===== src/rtl/serial_adder_if.sv =====
// Operand/result bundle for serial_adder: the master drives the request, the slave returns the result.
// Handshake: slave holds ready high while idle; a request is taken on any rising edge with start && ready, and done pulses one cycle when sum/cout/ovf update.
interface serial_adder_if #(
  parameter int WIDTH = 16
);
  logic             start;
  logic             sub;
  logic [WIDTH-1:0] a;
  logic [WIDTH-1:0] b;
  logic             cin;
  logic             ready;
  logic [WIDTH-1:0] sum;
  logic             cout;
  logic             ovf;
  logic             done;

  modport master (
    output start, sub, a, b, cin,
    input  ready, sum, cout, ovf, done
  );

  modport slave (
    input  start, sub, a, b, cin,
    output ready, sum, cout, ovf, done
  );
endinterface


===== src/rtl/serial_adder.sv =====
// Digit-serial adder/subtractor: DIGIT bits per cycle, LSB slice first, WIDTH/DIGIT cycles per operation.
module serial_adder #(
  parameter int WIDTH = 16,
  parameter int DIGIT = 4
) (
  input  logic          clk,
  input  logic          rst,
  serial_adder_if.slave bus,
  output logic          dbg_run_o
);
  localparam int N  = WIDTH / DIGIT;
  localparam int CW = (N > 1) ? $clog2(N) : 1;

  typedef enum logic {
    S_IDLE = 1'b0,
    S_RUN  = 1'b1
  } state_e;

  state_e           state_q;
  logic [WIDTH-1:0] a_q;
  logic [WIDTH-1:0] b_q;
  logic [WIDTH-1:0] acc_q;
  logic [WIDTH-1:0] sum_q;
  logic [CW-1:0]    cnt_q;
  logic             carry_q;
  logic             cout_q;
  logic             ovf_q;
  logic             done_q;

  logic [DIGIT:0]   slice_d;
  logic [WIDTH-1:0] acc_d;
  logic             ovf_d;
  logic             last_d;

  // Operands shift right each cycle, so the active slice is always the low DIGIT bits.
  always_comb begin
    slice_d = {1'b0, a_q[DIGIT-1:0]} + {1'b0, b_q[DIGIT-1:0]} + {{DIGIT{1'b0}}, carry_q};
    acc_d   = (acc_q >> DIGIT) | (WIDTH'(slice_d[DIGIT-1:0]) << (WIDTH - DIGIT));
    // Carry into the MSB is recovered from the MSB's sum bit and its two inputs.
    ovf_d   = a_q[DIGIT-1] ^ b_q[DIGIT-1] ^ slice_d[DIGIT-1] ^ slice_d[DIGIT];
    last_d  = (cnt_q == CW'(N - 1));
  end

  always_ff @(posedge clk) begin
    if (rst) begin
      state_q <= S_IDLE;
      a_q     <= '0;
      b_q     <= '0;
      acc_q   <= '0;
      sum_q   <= '0;
      cnt_q   <= '0;
      carry_q <= 1'b0;
      cout_q  <= 1'b0;
      ovf_q   <= 1'b0;
      done_q  <= 1'b0;
    end else begin
      done_q <= 1'b0;
      case (state_q)
        S_IDLE: begin
          if (bus.start) begin
            a_q     <= bus.a;
            b_q     <= bus.sub ? ~bus.b : bus.b;
            carry_q <= bus.sub | bus.cin;
            cnt_q   <= '0;
            state_q <= S_RUN;
          end
        end
        S_RUN: begin
          a_q     <= a_q >> DIGIT;
          b_q     <= b_q >> DIGIT;
          acc_q   <= acc_d;
          carry_q <= slice_d[DIGIT];
          cnt_q   <= cnt_q + CW'(1);
          if (last_d) begin
            sum_q   <= acc_d;
            cout_q  <= slice_d[DIGIT];
            ovf_q   <= ovf_d;
            done_q  <= 1'b1;
            state_q <= S_IDLE;
          end
        end
        default: state_q <= S_IDLE;
      endcase
    end
  end

  assign bus.ready = (state_q == S_IDLE);
  assign bus.sum   = sum_q;
  assign bus.cout  = cout_q;
  assign bus.ovf   = ovf_q;
  assign bus.done  = done_q;
  assign dbg_run_o = (state_q == S_RUN);
endmodule

===== src/flat_wrapper.sv =====
// flat-port wrapper written by rule: the top's interface ports become plain ports
module serial_adder_flat 
#(
  parameter int WIDTH = 16,
  parameter int DIGIT = 4
)
  (clk, rst, dbg_run_o, bus_start, bus_sub, bus_a, bus_b, bus_cin, bus_ready, bus_sum, bus_cout, bus_ovf, bus_done);
  serial_adder_if #(.WIDTH(WIDTH)) bus_i ();
  input  logic clk;
  input  logic rst;
  output logic dbg_run_o;
  input wire logic [$bits(bus_i.start)-1:0] bus_start;
  input wire logic [$bits(bus_i.sub)-1:0] bus_sub;
  input wire logic [$bits(bus_i.a)-1:0] bus_a;
  input wire logic [$bits(bus_i.b)-1:0] bus_b;
  input wire logic [$bits(bus_i.cin)-1:0] bus_cin;
  output wire logic [$bits(bus_i.ready)-1:0] bus_ready;
  output wire logic [$bits(bus_i.sum)-1:0] bus_sum;
  output wire logic [$bits(bus_i.cout)-1:0] bus_cout;
  output wire logic [$bits(bus_i.ovf)-1:0] bus_ovf;
  output wire logic [$bits(bus_i.done)-1:0] bus_done;
  assign bus_i.start = bus_start;
  assign bus_i.sub = bus_sub;
  assign bus_i.a = bus_a;
  assign bus_i.b = bus_b;
  assign bus_i.cin = bus_cin;
  assign bus_ready = bus_i.ready;
  assign bus_sum = bus_i.sum;
  assign bus_cout = bus_i.cout;
  assign bus_ovf = bus_i.ovf;
  assign bus_done = bus_i.done;
  serial_adder #(.WIDTH(WIDTH), .DIGIT(DIGIT)) u_core (.clk(clk), .rst(rst), .bus(bus_i), .dbg_run_o(dbg_run_o));
endmodule

===== config.mk =====
export PLATFORM = sky130hd
export DESIGN_NAME = serial_adder_flat
export DESIGN_NICKNAME = d
export VERILOG_FILES = /design/src/rtl/serial_adder_if.sv /design/src/rtl/serial_adder.sv /design/src/flat_wrapper.sv
export SDC_FILE = /design/constraint.sdc
export NUM_CORES = 1
export LEC_CHECK = 0
export BUFFER_PORTS_ARGS = -buffer_cell sky130_fd_sc_hd__buf_2
export CAP_MARGIN = 20
export CORE_MARGIN = 2
export CORE_UTILIZATION = 50
export CTS_CLUSTER_SIZE = 20
export DETAILED_ROUTE_END_ITERATION = 16
export PLACE_DENSITY_LB_ADDON = 0.15
export SYNTH_ARGS = -nofsm -noshare
export SYNTH_HDL_FRONTEND = slang
export SYNTH_SLANG_ARGS = --single-unit

===== constraint.sdc =====
create_clock -name clk -period 5.39 [get_ports clk]
set_input_delay 0.2695 -clock clk [delete_from_list [all_inputs] [get_ports clk]]
set_output_delay 0.2695 -clock clk [all_outputs]
set_load 0.02 [all_outputs]

After elaboration in Yosys (flattened, before gate mapping)
Cells that the tools add are included.
{ "totals": {"word_cells": 37, "output_inout_bits": 21, "input_bits": 37, "reg_bits": 71} }
{ "classes": {"addsub": 3, "reduce_logical": 2, "eq_ne": 2, "n_bitwise": 7, "muxes": 13} }
{ "ops": {"columns": ["op", "count"], "rows": [
  ["$pmux 16 s2", 2],
  ["$mux 16", 3],
  ["$not 16->16", 1],
  ["$or 12x16->16", 1],
  ["$add 4x4->5", 1],
  ["$add 5x1->5", 1],
  ["$mux 1", 4],
  ["$pmux 1 s2", 2],
  ["$pmux 2 s2", 1],
  ["$xor 1x1->1", 3],
  ["$add 2x1->2 const B", 1],
  ["$eq 2x2->1 const B", 1],
  ["$mux 2", 1],
  ["$ne 2x2->1 const B", 1],
  ["$reduce_and 2->1", 1],
  ["$reduce_or 2->1", 1],
  ["$not 1->1", 1],
  ["$or 1x1->1", 1]
]} }

Longest topological paths before layout
Gate-level depths: netlist of the first run.
{ "logic_depth": {"word_depth": 4, "mapped_depth": 6, "depth_no_buf": 6} }

Least setup slack after synthesis of the first run
OpenSTA, ideal clock, no wires.
{ "synth_timing": {"kind": "register to register", "startpoint": "register u_core.carry_q", "endpoint": "register u_core.ovf_q (netlist: u_core.bus.ovf)", "path_buffers": 0, "setup_ps": 91, "t_arrival_ps": 1809, "synth_period_minus_slack_ps": 1900, "stages_incl_launch_ff": 7, "path_slack_ps": 3490, "required_ps": 5299, "path_cell_list": "dfxtp_1 -> fa_1 -> fa_1 -> a21o_1 -> a21oi_2 -> xnor2_1 -> a311oi_1"} }
{ "synth_via": {"elab_chain_len": 3} }
{ "synth_lines": {"columns": ["item", "line", "rtl"], "rows": [
  ["start, declared", "serial_adder.sv:25", "logic carry_q;"],
  ["start signal, assigned", "serial_adder.sv:63", "carry_q <= bus.sub | bus.cin;"],
  ["start signal, assigned", "serial_adder.sv:72", "carry_q <= slice_d[DIGIT];"],
  ["$add 5x1->5 (*)", "serial_adder.sv:37", "slice_d = {1'b0, a_q[DIGIT-1:0]} + {1'b0, b_q[DIGIT-1:0]} + {{DIGIT{1'b0}}, carry_q};"],
  ["$xor 1x1->1", "serial_adder.sv:40", "ovf_d = a_q[DIGIT-1] ^ b_q[DIGIT-1] ^ slice_d[DIGIT-1] ^ slice_d[DIGIT];"],
  ["$xor 1x1->1 (*)", "serial_adder.sv:40", null],
  ["end signal, assigned", "serial_adder.sv:77", "ovf_q <= ovf_d;"],
  ["end, declared", "serial_adder.sv:27", "logic ovf_q;"]
]} }
Every way passes the cells marked *; elsewhere a longest branch is shown, timed or not.
A chain may end at the register's enable or synchronous reset.

Worst setup path in the final report of the first run
{ "layout_timing": {"startpoint": "register u_core.state_q (netlist: u_core.dbg_run_o)", "endpoint": "output bus_ready"} }
{ "layout_via": {"elab_chain_len": 1} }
{ "layout_lines": {"columns": ["item", "line", "rtl"], "rows": [
  ["start, declared", "serial_adder.sv:19", "state_e state_q;"],
  ["start signal, assigned", "serial_adder.sv:46", "state_q <= S_IDLE;"],
  ["start signal, assigned", "serial_adder.sv:65", "state_q <= S_RUN;"],
  ["start signal, assigned", "serial_adder.sv:79", "state_q <= S_IDLE;"],
  ["$not 1->1", "serial_adder.sv:87", "assign bus.ready = (state_q == S_IDLE);"],
  ["end, declared", "flat_wrapper.sv:17", "output wire logic [$bits(bus_i.ready)-1:0] bus_ready;"]
]} }
No other way between the ends.

==> results of run 1 <==
==> cell type report <==
| type | count | area [µm²] | area share [%] |
|---|---|---|---|
| flip-flops and latches | 67 | 1343 | 41.52 |
| multi-input cells | 200 | 1318 | 40.75 |
| repair buffers | 58 | 292.8 | 9.056 |
| clock buffers | 13 | 168.9 | 5.224 |
| well taps | 72 | 90.09 | 2.786 |
| inverters | 3 | 11.26 | 0.3483 |
| clock inverters | 2 | 10.01 | 0.3096 |
==> logic make-up after synthesis <==
kind of cell,synth area share [%]
mux,9.639
flops,47.84
fa+ha+maj,3.213
simple gates,11.11
compound gates,17.09
buf+inv,5.176
xor+xnor,5.935
==> synthesized netlist by cell type (2+ instances only) <==
cell type	number	area (µm²)
a211oi_1	17	127.6
a21o_1	2	15.01
a21oi_1	26	130.1
a21oi_2	2	17.52
a22o_1	15	131.4
buf_2	13	65.06
buf_4	3	22.52
clkbuf_1	3	11.26
dfxtp_1	67	1341
fa_1	2	40.04
ha_1	4	50.05
inv_2	2	7.510
mux2i_1	27	270.3
nand2_1	3	11.26
nor2_1	70	262.8
o21ai_0	3	15.01
xnor2_1	19	166.4
==> worst min-delay path, delay by kind of cell <==
kind	cells	cell delay, ns
and+or+nand+nor	1	0.07
muxes	1	0.05
buffers and inverters	1	0.07
==> metal layers <==
metal	wire (µm)	up-vias
met5	0	-
met3	204	6
met1	2553	934
met4	67	0
li1	-	1100
met2	2292	48
==> flip-flops by register name (all words and copies together), names as in the netlist <==
| name | cells |
|---|---|
| u_core.bus.cout | 1 |
| u_core.dbg_run_o | 1 |
| u_core.bus.done | 1 |
| u_core.carry_q | 1 |
| u_core.b_q | 16 |
| u_core.bus.ovf | 1 |
| u_core.acc_q | 12 |
| u_core.bus.sum | 16 |
| u_core.cnt_q | 2 |
| u_core.a_q | 16 |
==> path summary, 6_finish.rpt <==
check | startpoint | end | depth (start not counted)
worst max register to register | u_core.carry_q$_SDFFE_PP0P_ | u_core.bus.ovf$_SDFFE_PP0P_ | 6
worst min-delay path | bus_a[14] | u_core.a_q[14]$_SDFFE_PP0P_ | 3
worst max-delay path | u_core.dbg_run_o$_SDFF_PP0_ | bus_ready | 3
worst min register to register | u_core.bus.cout$_SDFFE_PP0P_ | u_core.bus.cout$_SDFFE_PP0P_ | 2
==> layout by cell type, fill, tap and decap left out, drive strengths merged, types with 2 or more instances in the layout <==
cell type	Yosys	final
nor2	70	70
dfxtp	67	67
buf	19	58
a21oi	29	29
mux2i	27	27
xnor2	19	19
a211oi	17	17
a22o	15	15
clkbuf	3	13
ha	4	4
nand2	3	3
o21ai	3	3
inv	3	3
a21o	2	2
fa	2	2
clkinv	0	2
==> power groups by stage <==
stage	combinational (mW)	clock [mW]	sequential [mW]
after CTS	0.117	0.381	0.536
after detailed placement	0.117	0	0.547
final	0.116	0.373	0.536
after global routing	0.132	0.404	0.539
after floorplan	0.0964	0	0.538
after global placement	0.116	0	0.546
==> stage by stage <==
step / hold slack (ns) / total power [mW] / cells / area [µm²] / util (%)
6_report: 0.1718 / 1.025 / 415 / 3233 / 59.08
5_1_grt: 0.1749 / 1.075 / 415 / 3233 / 59.08
4_1_cts: 0.1614 / 1.034 / 415 / 3233 / 59.08
3_5_place_dp: 0.4452 / 0.6636 / 400 / 3054 / 55.81
3_3_place_gp: 0.4509 / 0.6618 / 400 / 3054 / 55.81
2_1_floorplan: 0.4167 / 0.6347 / 292 / 2804 / -
==> results.md, run 1 <==
* Status: completed
* Sw Share at 24.73%
* Post-CTS sizing at 0
* Die area at 6223 µm²
* First-pass GRT wire length at 8542 µm
* Critical path cell sequence: buf_4 -> inv_1 -> buf_2
* Async SR Flop Fraction at 0%
* Die Span X at 78.89 µm
* Max VDD drop at 0.1457 mV
* Met2 usage at 27.18%
* Fin. Hold Viols at 0
* Switching pwr at 253.6 µW
* Grt ovf at 0
* # hold bufs at CTS at 0
* RSZ-0062 raised after global routing: false
* Worst hold path class: in -> reg
* Max cap viols at 0
* Critical path's top delay family: buffers and inverters
* Ant diodes at 0
* Starting density of the core at 51.23%
* Synth Cell Area at 2804 µm²
* Final worst slack at 3.175 ns
* M3 GR Usage at 3.750%
* Slew of the pin with the lowest slew margin at 1.051 ns
* H-tree depth at 3
* Flops & latches, synth at 67
* Relative slew margins at 29.96%
* Die Y at 78.89 µm
* CTS tree: built
* Clk sinks at 67
* Power share of the sequential group at 52.3%
* Largest net degree at the start of global routing at 53
* DRC violations left at 0
* Comb pwr share at 11.3%
* Max Freq at 0.4514 GHz
* Share of layout cells above drive strength 1 at 23.03%
* Post-CTS Setup Repair Bufs at 0
* Cts bufs inserted at 9
* Mean Syn Cell Area at 9.603 µm²
* Row cnt at 27
* Bufs and invs on worst path at 3
* Worst-Skew Late Latency at 0.33 ns
* P_leak at 1.450 nW
* Yosys warns at 0
* Via Count at 2088
* Syn Nets at 335
* P_int at 771.7 µW
* Clock network power share at 36.4%
* Busiest grt layer: met2
* RePlAce Congestion at 0.7504
* Setup crit end kind: primary output
* Reg2reg setup slack at 3.39 ns
* Clock slew at reported path FFs at 0.07 ns
* Worst Path Class, Setup: reg -> out
* Distinct cell type count after synthesis at 31
* DRT iter0 DRCs at 92
* Core Area at 5473 µm²
* Initial antenna violation count at 0
* Setup Skew at 0.005733 ns
* Sequential share of the synthesized area at 47.84%
* WP data required at 5.12 ns
* Worst Path Max Fanout at 39
* Pre-CTS setup slack at 3.384 ns
* Final Cycle Share at 41.10%
* CTS root buf: clkbuf_8
* Fin crit period at 2.215 ns
* Mapped Cells at 292
* Slowest cell on the critical path: dfxtp_2
* DP HPWL at 3425 µm
* I/O pin count at 58
* Max stage delay on crit path at 0.72 ns
* Power Dens Cells at 317.1 nW/µm²
* Ys flop type: dfxtp_1
* Setup TNS at 0 ns
* Bufs on Longest Clock Path at 2
* Drt via density at 5.031
* All-layer global routing usage at 17.46%
* # fillers at 514
* Number of synthesized flops with an enable pin at 0
* Total Routed Length at 5117 µm
* Final Max Tran Viols at 0
* Final antenna-violating net count at 0
* Met1 usage at 23.09%
* CP arrival at 1.95 ns
* Setup violations, final at 0
* Fin nets at 382
* Wire per inst at 12.33 µm
* Pre-Repair DR Iteration Count at 4
* Worst Setup Start Kind: register
* Vias in the first global route at 1916
* Number of port buffers at 57
* Area Overhead vs Synth at 15.31%
No activity file was read; power rests on OpenSTA's default activity.
==> run 2, diff against run 1 <==
--- a/config.mk
+++ b/config.mk
@@ -5,10 +5,11 @@
 export SDC_FILE = /design/constraint.sdc
 export NUM_CORES = 1
 export LEC_CHECK = 0
+export ABC_AREA = 1
 export BUFFER_PORTS_ARGS = -buffer_cell sky130_fd_sc_hd__buf_2
 export CAP_MARGIN = 20
 export CORE_MARGIN = 2
-export CORE_UTILIZATION = 50
+export CORE_UTILIZATION = 49
 export CTS_CLUSTER_SIZE = 20
 export DETAILED_ROUTE_END_ITERATION = 16
 export PLACE_DENSITY_LB_ADDON = 0.15
==> constraint.sdc (replaced) <==
create_clock -name clk -period 1.8 [get_ports clk]
set_input_delay 0.09 -clock clk [delete_from_list [all_inputs] [get_ports clk]]
set_output_delay 0.09 -clock clk [all_outputs]
set_load 0.02 [all_outputs]
==> run 2 against run 1 <==
Against the previous run: flip-flop and latch count stayed put; design area is 6.3% higher; wire length is 14% higher; cell count is 25% higher; worst setup slack worse by 3.1 ns; power grew to 3.0 times the previous value; register-to-register slack worse by 3.3 ns; via count is 18% higher; critical path depth is 5 higher; area after synthesis is 5.0% higher; highest routed layer unchanged; first-iteration DRC count is 61% higher; largest power group unchanged; global-route usage is 1.4 points higher.
==> results.md, run 2 <==
* Grt ovf at 0 (unchanged)
* Area leader, netlist: dfxtp_1
* Power Dens Cells at 902.2 nW/µm² (+180%)
* Ys flop type: dfxtp_1
* Most frequent cells after synthesis: nand2_1 (134), dfxtp_1 (67), nand3_1 (34)
* Clk sinks at 67 (unchanged)
* CTS root buf: clkbuf_8
* Area share of the largest cell type after synthesis at 45.58% (-2.3 points)
* Number of synthesized flops with an enable pin at 0 (unchanged)
* DRC violations left at 0 (unchanged)
* Max VDD drop at 0.5164 mV (+250%)
* I/O pin count at 58 (unchanged)
* First-pass GRT wire length at 9618 µm (+13%)
* Initial antenna violation count at 0 (unchanged)
* DP HPWL at 3793 µm (+11%)
* Syn Nets at 427 (+27%)
* P_leak at 1.680 nW (+16%)
* Distinct cell type count after synthesis at 29 (-6.5%)
* Bufs on Longest Clock Path at 2 (unchanged)
* Final Max Tran Viols at 0 (unchanged)
* Mean Syn Cell Area at 7.664 µm² (-20%)
* RePlAce Congestion at 0.7723 (+2.9%)
* Async SR Flop Fraction at 0% (unchanged)
* Pre-CTS setup slack at 0.03916 ns (-3.345 ns)
* Status: completed
* Slew of the pin with the lowest slew margin at 0.7665 ns (-0.2841 ns)
* Worst Path Class, Setup: reg -> reg
* WP data required at 2.03 ns (-3.09 ns)
* Most frequent cells in the layout: nand2_1 (134), dfxtp_1 (66), buf_2 (57), nand3_1 (34), inv_1 (26)
* Max stage delay on crit path at 0.41 ns (-0.31 ns)
* Ant diodes at 0 (unchanged)
* Final antenna-violating net count at 0 (unchanged)
* Via Count at 2462 (+18%)
* Fin nets at 481 (+26%)
* Largest net degree at the start of global routing at 39 (-26%)
* Number of port buffers at 57 (unchanged)
* Fin. Hold Viols at 0 (unchanged)
* Worst-case reg-to-reg path depth at 8 (+2)
* Max cap viols at 0 (unchanged)
* Vias in the first global route at 2190 (+14%)
* Mapped Cells at 384 (+32%)
* All-layer global routing usage at 18.85% (+1.4 points)
* Cell mode on critical path: nand3_1
* Die Span X at 81.50 µm (+3.3%)
* Synth Cell Area at 2943 µm² (+5.0%)
* Row cnt at 28 (+3.7%)
* Die Y at 81.50 µm (+3.3%)
* Max Freq at 0.5943 GHz
* Starting density of the core at 50.30% (-0.94 points)
* Hold Crit Depth at 4 (+1)
* Share of layout cells above drive strength 1 at 20.99% (-2.0 points)
* CP arrival at 1.92 ns (-0.03 ns)
* Setup Skew at 0.008243 ns (+0.002510 ns)
* Clock slew at reported path FFs at 0.08 ns (about the same)
* Setup TNS at 0 ns (unchanged)
* # fillers at 571 (+11%)
* Cts bufs inserted at 9 (unchanged)
* Drt via density at 4.753 (-5.5%)
* DRT iter0 DRCs at 148 (+61%)
* Worst hold path class: in -> reg
* Pre-Repair DR Iteration Count at 4 (unchanged)
* RSZ-0062 raised after global routing: false
* Wire per inst at 11.22 µm (-9.0%)
* Worst Path Max Fanout at 3 (-92%)
* Flops & latches, synth at 67 (unchanged)
* Top-count cell post-synth: nand2_1
* Final worst slack at 0.1175 ns (-3.057 ns)
* Worst Setup Start Kind: register
* Post-CTS Setup Repair Bufs at 0 (unchanged)
* Total Routed Length at 5811 µm (+14%)
* Critical path cell sequence: fa_2 -> fa_2 -> nand3_1 -> nand3_1 -> nand2_1 -> nand3_1 -> nand2_1 -> inv_1
* CTS tree: built
* Final Cycle Share at 93.47%
* Sequential share of the synthesized area at 45.58% (-2.3 points)
* Setup violations, final at 0 (unchanged)
* Relative slew margins at 48.78% (+19 points)
* Slowest cell on the critical path: fa_2
* Area Overhead vs Synth at 16.79%
* Core Area at 5851 µm² (+6.9%)
* Die area at 6641 µm² (+6.7%)
* Fin crit period at 1.683 ns
* Reg2reg setup slack at 0.12 ns (-3.27 ns)
* Fin util at 58.75% (-0.33 points)
* Yosys warns at 0 (unchanged)
* Worst-Skew Late Latency at 0.34 ns (about the same)
* Most common cell after layout, fill and taps aside: nand2_1
* Synth top area cells: dfxtp_1 (46%), nand2_1 (17%), nand3_1 (5.8%)
* H-tree depth at 3 (unchanged)
* Setup crit end kind: register
## run 2: changes by cell type after synthesis, moves of 6 or more
cell      before  now
a21oi_1       26   15
xor2_1         0   16
nand2_1        3  134
a31oi_1        0   12
o21ai_1        0    6
mux2i_1       27    0
nor2_1        70   18
inv_1          1   26
a211oi_1      17    0
o21ai_0        3   10
nand3_1        1   34
a22o_1        15    0
xnor2_1       19    1
## run 2: critical path: cells and delay by family (launching register included)
| family | cells | cell delay, ns |
|---|---|---|
| flops | 1 | 0.34 |
| buf+inv | 1 | 0.03 |
| fa+ha+maj | 2 | 0.79 |
| simple gates | 5 | 0.43 |
## run 2: area by class of cell
| cell class | instances | area (µm²) | area share, % |
|---|---|---|---|
| clock buffers | 11 | 151.4 | 4.405 |
| clock inverters | 5 | 37.54 | 1.092 |
| inverters | 28 | 105.1 | 3.058 |
| multi-input cells | 267 | 1348 | 39.21 |
| flip-flops and latches | 67 | 1343 | 39.06 |
| well taps | 75 | 93.84 | 2.730 |
| repair buffers | 65 | 359.1 | 10.45 |
## run 2: cell families after synthesis
logic type	synth area share [%]
AO/OA/AOI/OAI	9.056
adder cells (fa/ha/maj)	3.061
buffers and inverters	8.801
flip-flops	45.58
XOR/XNOR	5.059
AND/OR/NAND/NOR	28.44
## run 2: metrics by stage
step	hold WS, ns	power (mW)	instance area [µm²]	instances
after floorplan	0.2327	1.884	2943	384
after global routing	0.02545	3.240	3437	518
after CTS	0.01721	3.126	3431	518
after detailed placement	0.3461	1.970	3199	498
after global placement	0.3407	1.964	3199	498
final	0.02466	3.101	3437	518
## run 2: final timing paths
path                               endpoint                         start
max             u_core.bus.ovf$_SDFFE_PP0P_   u_core.carry_q$_SDFFE_PP0P_
min             u_core.b_q[13]$_SDFFE_PP0P_                     bus_b[13]
max reg2reg     u_core.bus.ovf$_SDFFE_PP0P_   u_core.carry_q$_SDFFE_PP0P_
min reg2reg  u_core.bus.sum[1]$_SDFFE_PP0P_  u_core.acc_q[5]$_SDFFE_PP0P_
## run 2: metal layers
layer  wire length [µm]  track usage [%]  vias to the layer above  share of wire, %
met5                  0                0                        -                 0
met2               2672            31.80                       51                46
met3                270            4.286                        5               4.6
li1                   -                -                     1324                 -
met4                 65            7.627                        0               1.1
met1               2802            23.25                     1082                48
## run 2: power by group
group	switching [mW]	internal (mW)	total, mW
combinational	0.201	0.137	0.337
clock	0.582	0.577	1.16
sequential	0.0503	1.55	1.60
total	0.833	2.27	3.10
## run 2: timing repair
item | 4_1_cts | 5_1_grt
resized for setup | 1 | 2
hold endpoints to repair | 4 | 0
hold buffers | 4 | 0
cloned | 0 | 0
setup endpoints to repair | 1 | 3
==> run 3, diff against run 2 <==
--- a/config.mk
+++ b/config.mk
@@ -12,6 +12,7 @@
 export CORE_UTILIZATION = 49
 export CTS_CLUSTER_SIZE = 20
 export DETAILED_ROUTE_END_ITERATION = 16
+export HOLD_SLACK_MARGIN = 0.08
 export PLACE_DENSITY_LB_ADDON = 0.15
 export SYNTH_ARGS = -nofsm -noshare
 export SYNTH_HDL_FRONTEND = slang
==> run 3 against run 2 <==
Against the previous run: design area rose by 8.4%; register-to-register slack about the same; critical endpoint unchanged; critical path depth stayed put; clock power hardly changed; highest routed layer unchanged; fmax shrank 0.16%.
==> results.md, run 3 (synthesized netlist as in run 2, its figures left out) <==
* Top Layer Used: met4
* Bufs on Longest Clock Path at 2 (unchanged)
* Hold Path Origin: bus_cin
* Number of port buffers at 57 (unchanged)
* Clock slew at reported path FFs at 0.07 ns (about the same)
* Area Overhead vs Synth at 26.66%
* Met2 WL at 2870 µm (+7.4%)
* Reg-to-Reg End: u_core.bus.ovf$_SDFFE_PP0P_
* P_leak at 1.801 nW (+7.2%)
* Most frequent cells in the layout: nand2_1 (134), dfxtp_1 (66), buf_2 (57), nand3_1 (34), dlygate4sd3_1 (33)
* Grt ovf at 0 (unchanged)
* Final Max Tran Viols at 0 (unchanged)
* # fillers at 536 (-6.1%)
* Met3 WL at 236 µm (-13%)
* CTS root buf: clkbuf_8
* M1 wire length at 3015 µm (+7.6%)
* DRC violations left at 0 (unchanged)
* Max Freq at 0.5934 GHz (-0.16%)
* Most common cell after layout, fill and taps aside: nand2_1
* Row cnt at 28 (unchanged)
* Worst Path Class, Setup: reg -> reg
* RSZ-0062 raised after global routing: false
* Slew of the pin with the lowest slew margin at 0.7656 ns (-0.0008925 ns)
* Ant diodes at 0 (unchanged)
* H-tree depth at 3 (unchanged)
* Wire per inst at 11.34 µm (+1.1%)
* Fin util at 63.71% (+5.0 points)
* Initial antenna violation count at 0 (unchanged)
* DP HPWL at 3793 µm (unchanged)
* Hold Crit Depth at 4 (unchanged)
* Core Area at 5851 µm² (unchanged)
* DRT iter0 DRCs at 152 (+2.7%)
* Setup violations, final at 0 (unchanged)
* Status: completed
* RePlAce Congestion at 0.7723 (unchanged)
* Fin crit period at 1.685 ns (+0.002637 ns)
* Clk sinks at 67 (unchanged)
* Max VDD drop at 0.6086 mV (+18%)
* Post-CTS Setup Repair Bufs at 0 (unchanged)
* Setup TNS at 0 ns (unchanged)
* Total Routed Length at 6202 µm (+6.7%)
* Final antenna-violating net count at 0 (unchanged)
* Largest net degree at the start of global routing at 39 (unchanged)
* All-layer global routing usage at 19.74% (+0.89 points)
* Starting density of the core at 50.30% (unchanged)
* Pre-Repair DR Iteration Count at 4 (unchanged)
* Worst Setup Start Kind: register
* Fin nets at 510 (+6.0%)
* Hold path endpoint: u_core.carry_q$_SDFFE_PP0P_
* Share of layout cells above drive strength 1 at 19.70% (-1.3 points)
* Power Dens Cells at 847.4 nW/µm² (-6.1%)
* Setup Skew at 0.008117 ns (-0.0001259 ns)
* CTS tree: built
* I/O pin count at 58 (unchanged)
* Worst-Skew Late Latency at 0.33 ns (about the same)
* Drt via density at 4.777 (+0.51%)
* Vias in the first global route at 2333 (+6.5%)
* Final Cycle Share at 93.62% (+0.15 points)
* Die Y at 81.50 µm (unchanged)
* CP arrival at 1.92 ns (about the same)
* Die Span X at 81.50 µm (unchanged)
* Via Count at 2613 (+6.1%)
* Worst Path Max Fanout at 3 (unchanged)
* Worst-case reg-to-reg path depth at 8 (unchanged)
* Fin. Hold Viols at 0 (unchanged)
* Setup crit end kind: register
* WP data required at 2.04 ns (about the same)
* First-pass GRT wire length at 10170 µm (+5.7%)
* Relative slew margins at 48.84% (+0.060 points)
* Worst hold path class: in -> reg
* Max cap viols at 0 (unchanged)
* Cts bufs inserted at 9 (unchanged)
* Die area at 6641 µm² (unchanged)
* Worst R2R Start: u_core.carry_q$_SDFFE_PP0P_
* Reg2reg setup slack at 0.11 ns (about the same)
-- run 3: layout make-up --
type                    instances  area [µm²]  area share [%]
clock buffers                  11       151.4           4.062
inverters                      28       105.1           2.820
clock inverters                 5       37.54           1.007
flip-flops and latches         67        1343           36.02
repair buffers                 94       649.4           17.42
multi-input cells             267        1348           36.15
well taps                      75       93.84           2.518
-- run 3: what timing repair did --
item,4_1_cts,5_1_grt
hold buffers,33,0
setup endpoints to repair,1,3
gates resized for setup,1,2
pin swaps,0,0
hold endpoints to repair,33,0
-- run 3: worst max-delay path by stage --
stage / startpoint / to / cells past startpoint
floorplan: u_core.carry_q$_SDFFE_PP0P_ / u_core.bus.ovf$_SDFFE_PP0P_ / 8
global placement: u_core.carry_q$_SDFFE_PP0P_ / u_core.bus.ovf$_SDFFE_PP0P_ / 8
detailed placement: u_core.carry_q$_SDFFE_PP0P_ / u_core.bus.ovf$_SDFFE_PP0P_ / 8
CTS: u_core.dbg_run_o$_SDFF_PP0_ / bus_ready / 3
global route: u_core.carry_q$_SDFFE_PP0P_ / u_core.bus.ovf$_SDFFE_PP0P_ / 8
finish: u_core.carry_q$_SDFFE_PP0P_ / u_core.bus.ovf$_SDFFE_PP0P_ / 8
-- run 3: critical path, stage by stage, from the launching register on --
cell and delay [ns]:
dfxtp_1 0.34, fa_2 0.41, fa_2 0.38, nand3_1 0.10, nand3_1 0.08, nand2_1 0.09, nand3_1 0.08, nand2_1 0.07
inv_1 0.03
-- run 3: power breakdown --
group          total [mW]  switching [mW]  internal (mW)
logic               0.389           0.211          0.178
clock network        1.16           0.588          0.577
registers            1.60          0.0509           1.55
total                3.16           0.850           2.31
-- run 3: per-layer routing --
layer,up-vias,GRT usage (%)
met2,53,34.51
met1,1168,23.73
li1,1385,-
met5,-,0
met3,7,4.066
met4,0,7.627
-- run 3: stage by stage --
stage	hold WS, ns	instances	total power, mW	cell area, µm²	setup WS [ns]
floorplan	0.2327	384	1.884	2943	0.1422
global placement	0.3407	498	1.964	3199	0.05648
detailed placement	0.3461	498	1.970	3199	0.03916
CTS	0.1204	547	3.173	3721	0.02718
global route	0.1549	547	3.290	3727	0.02434
finish	0.1304	547	3.159	3727	0.1148
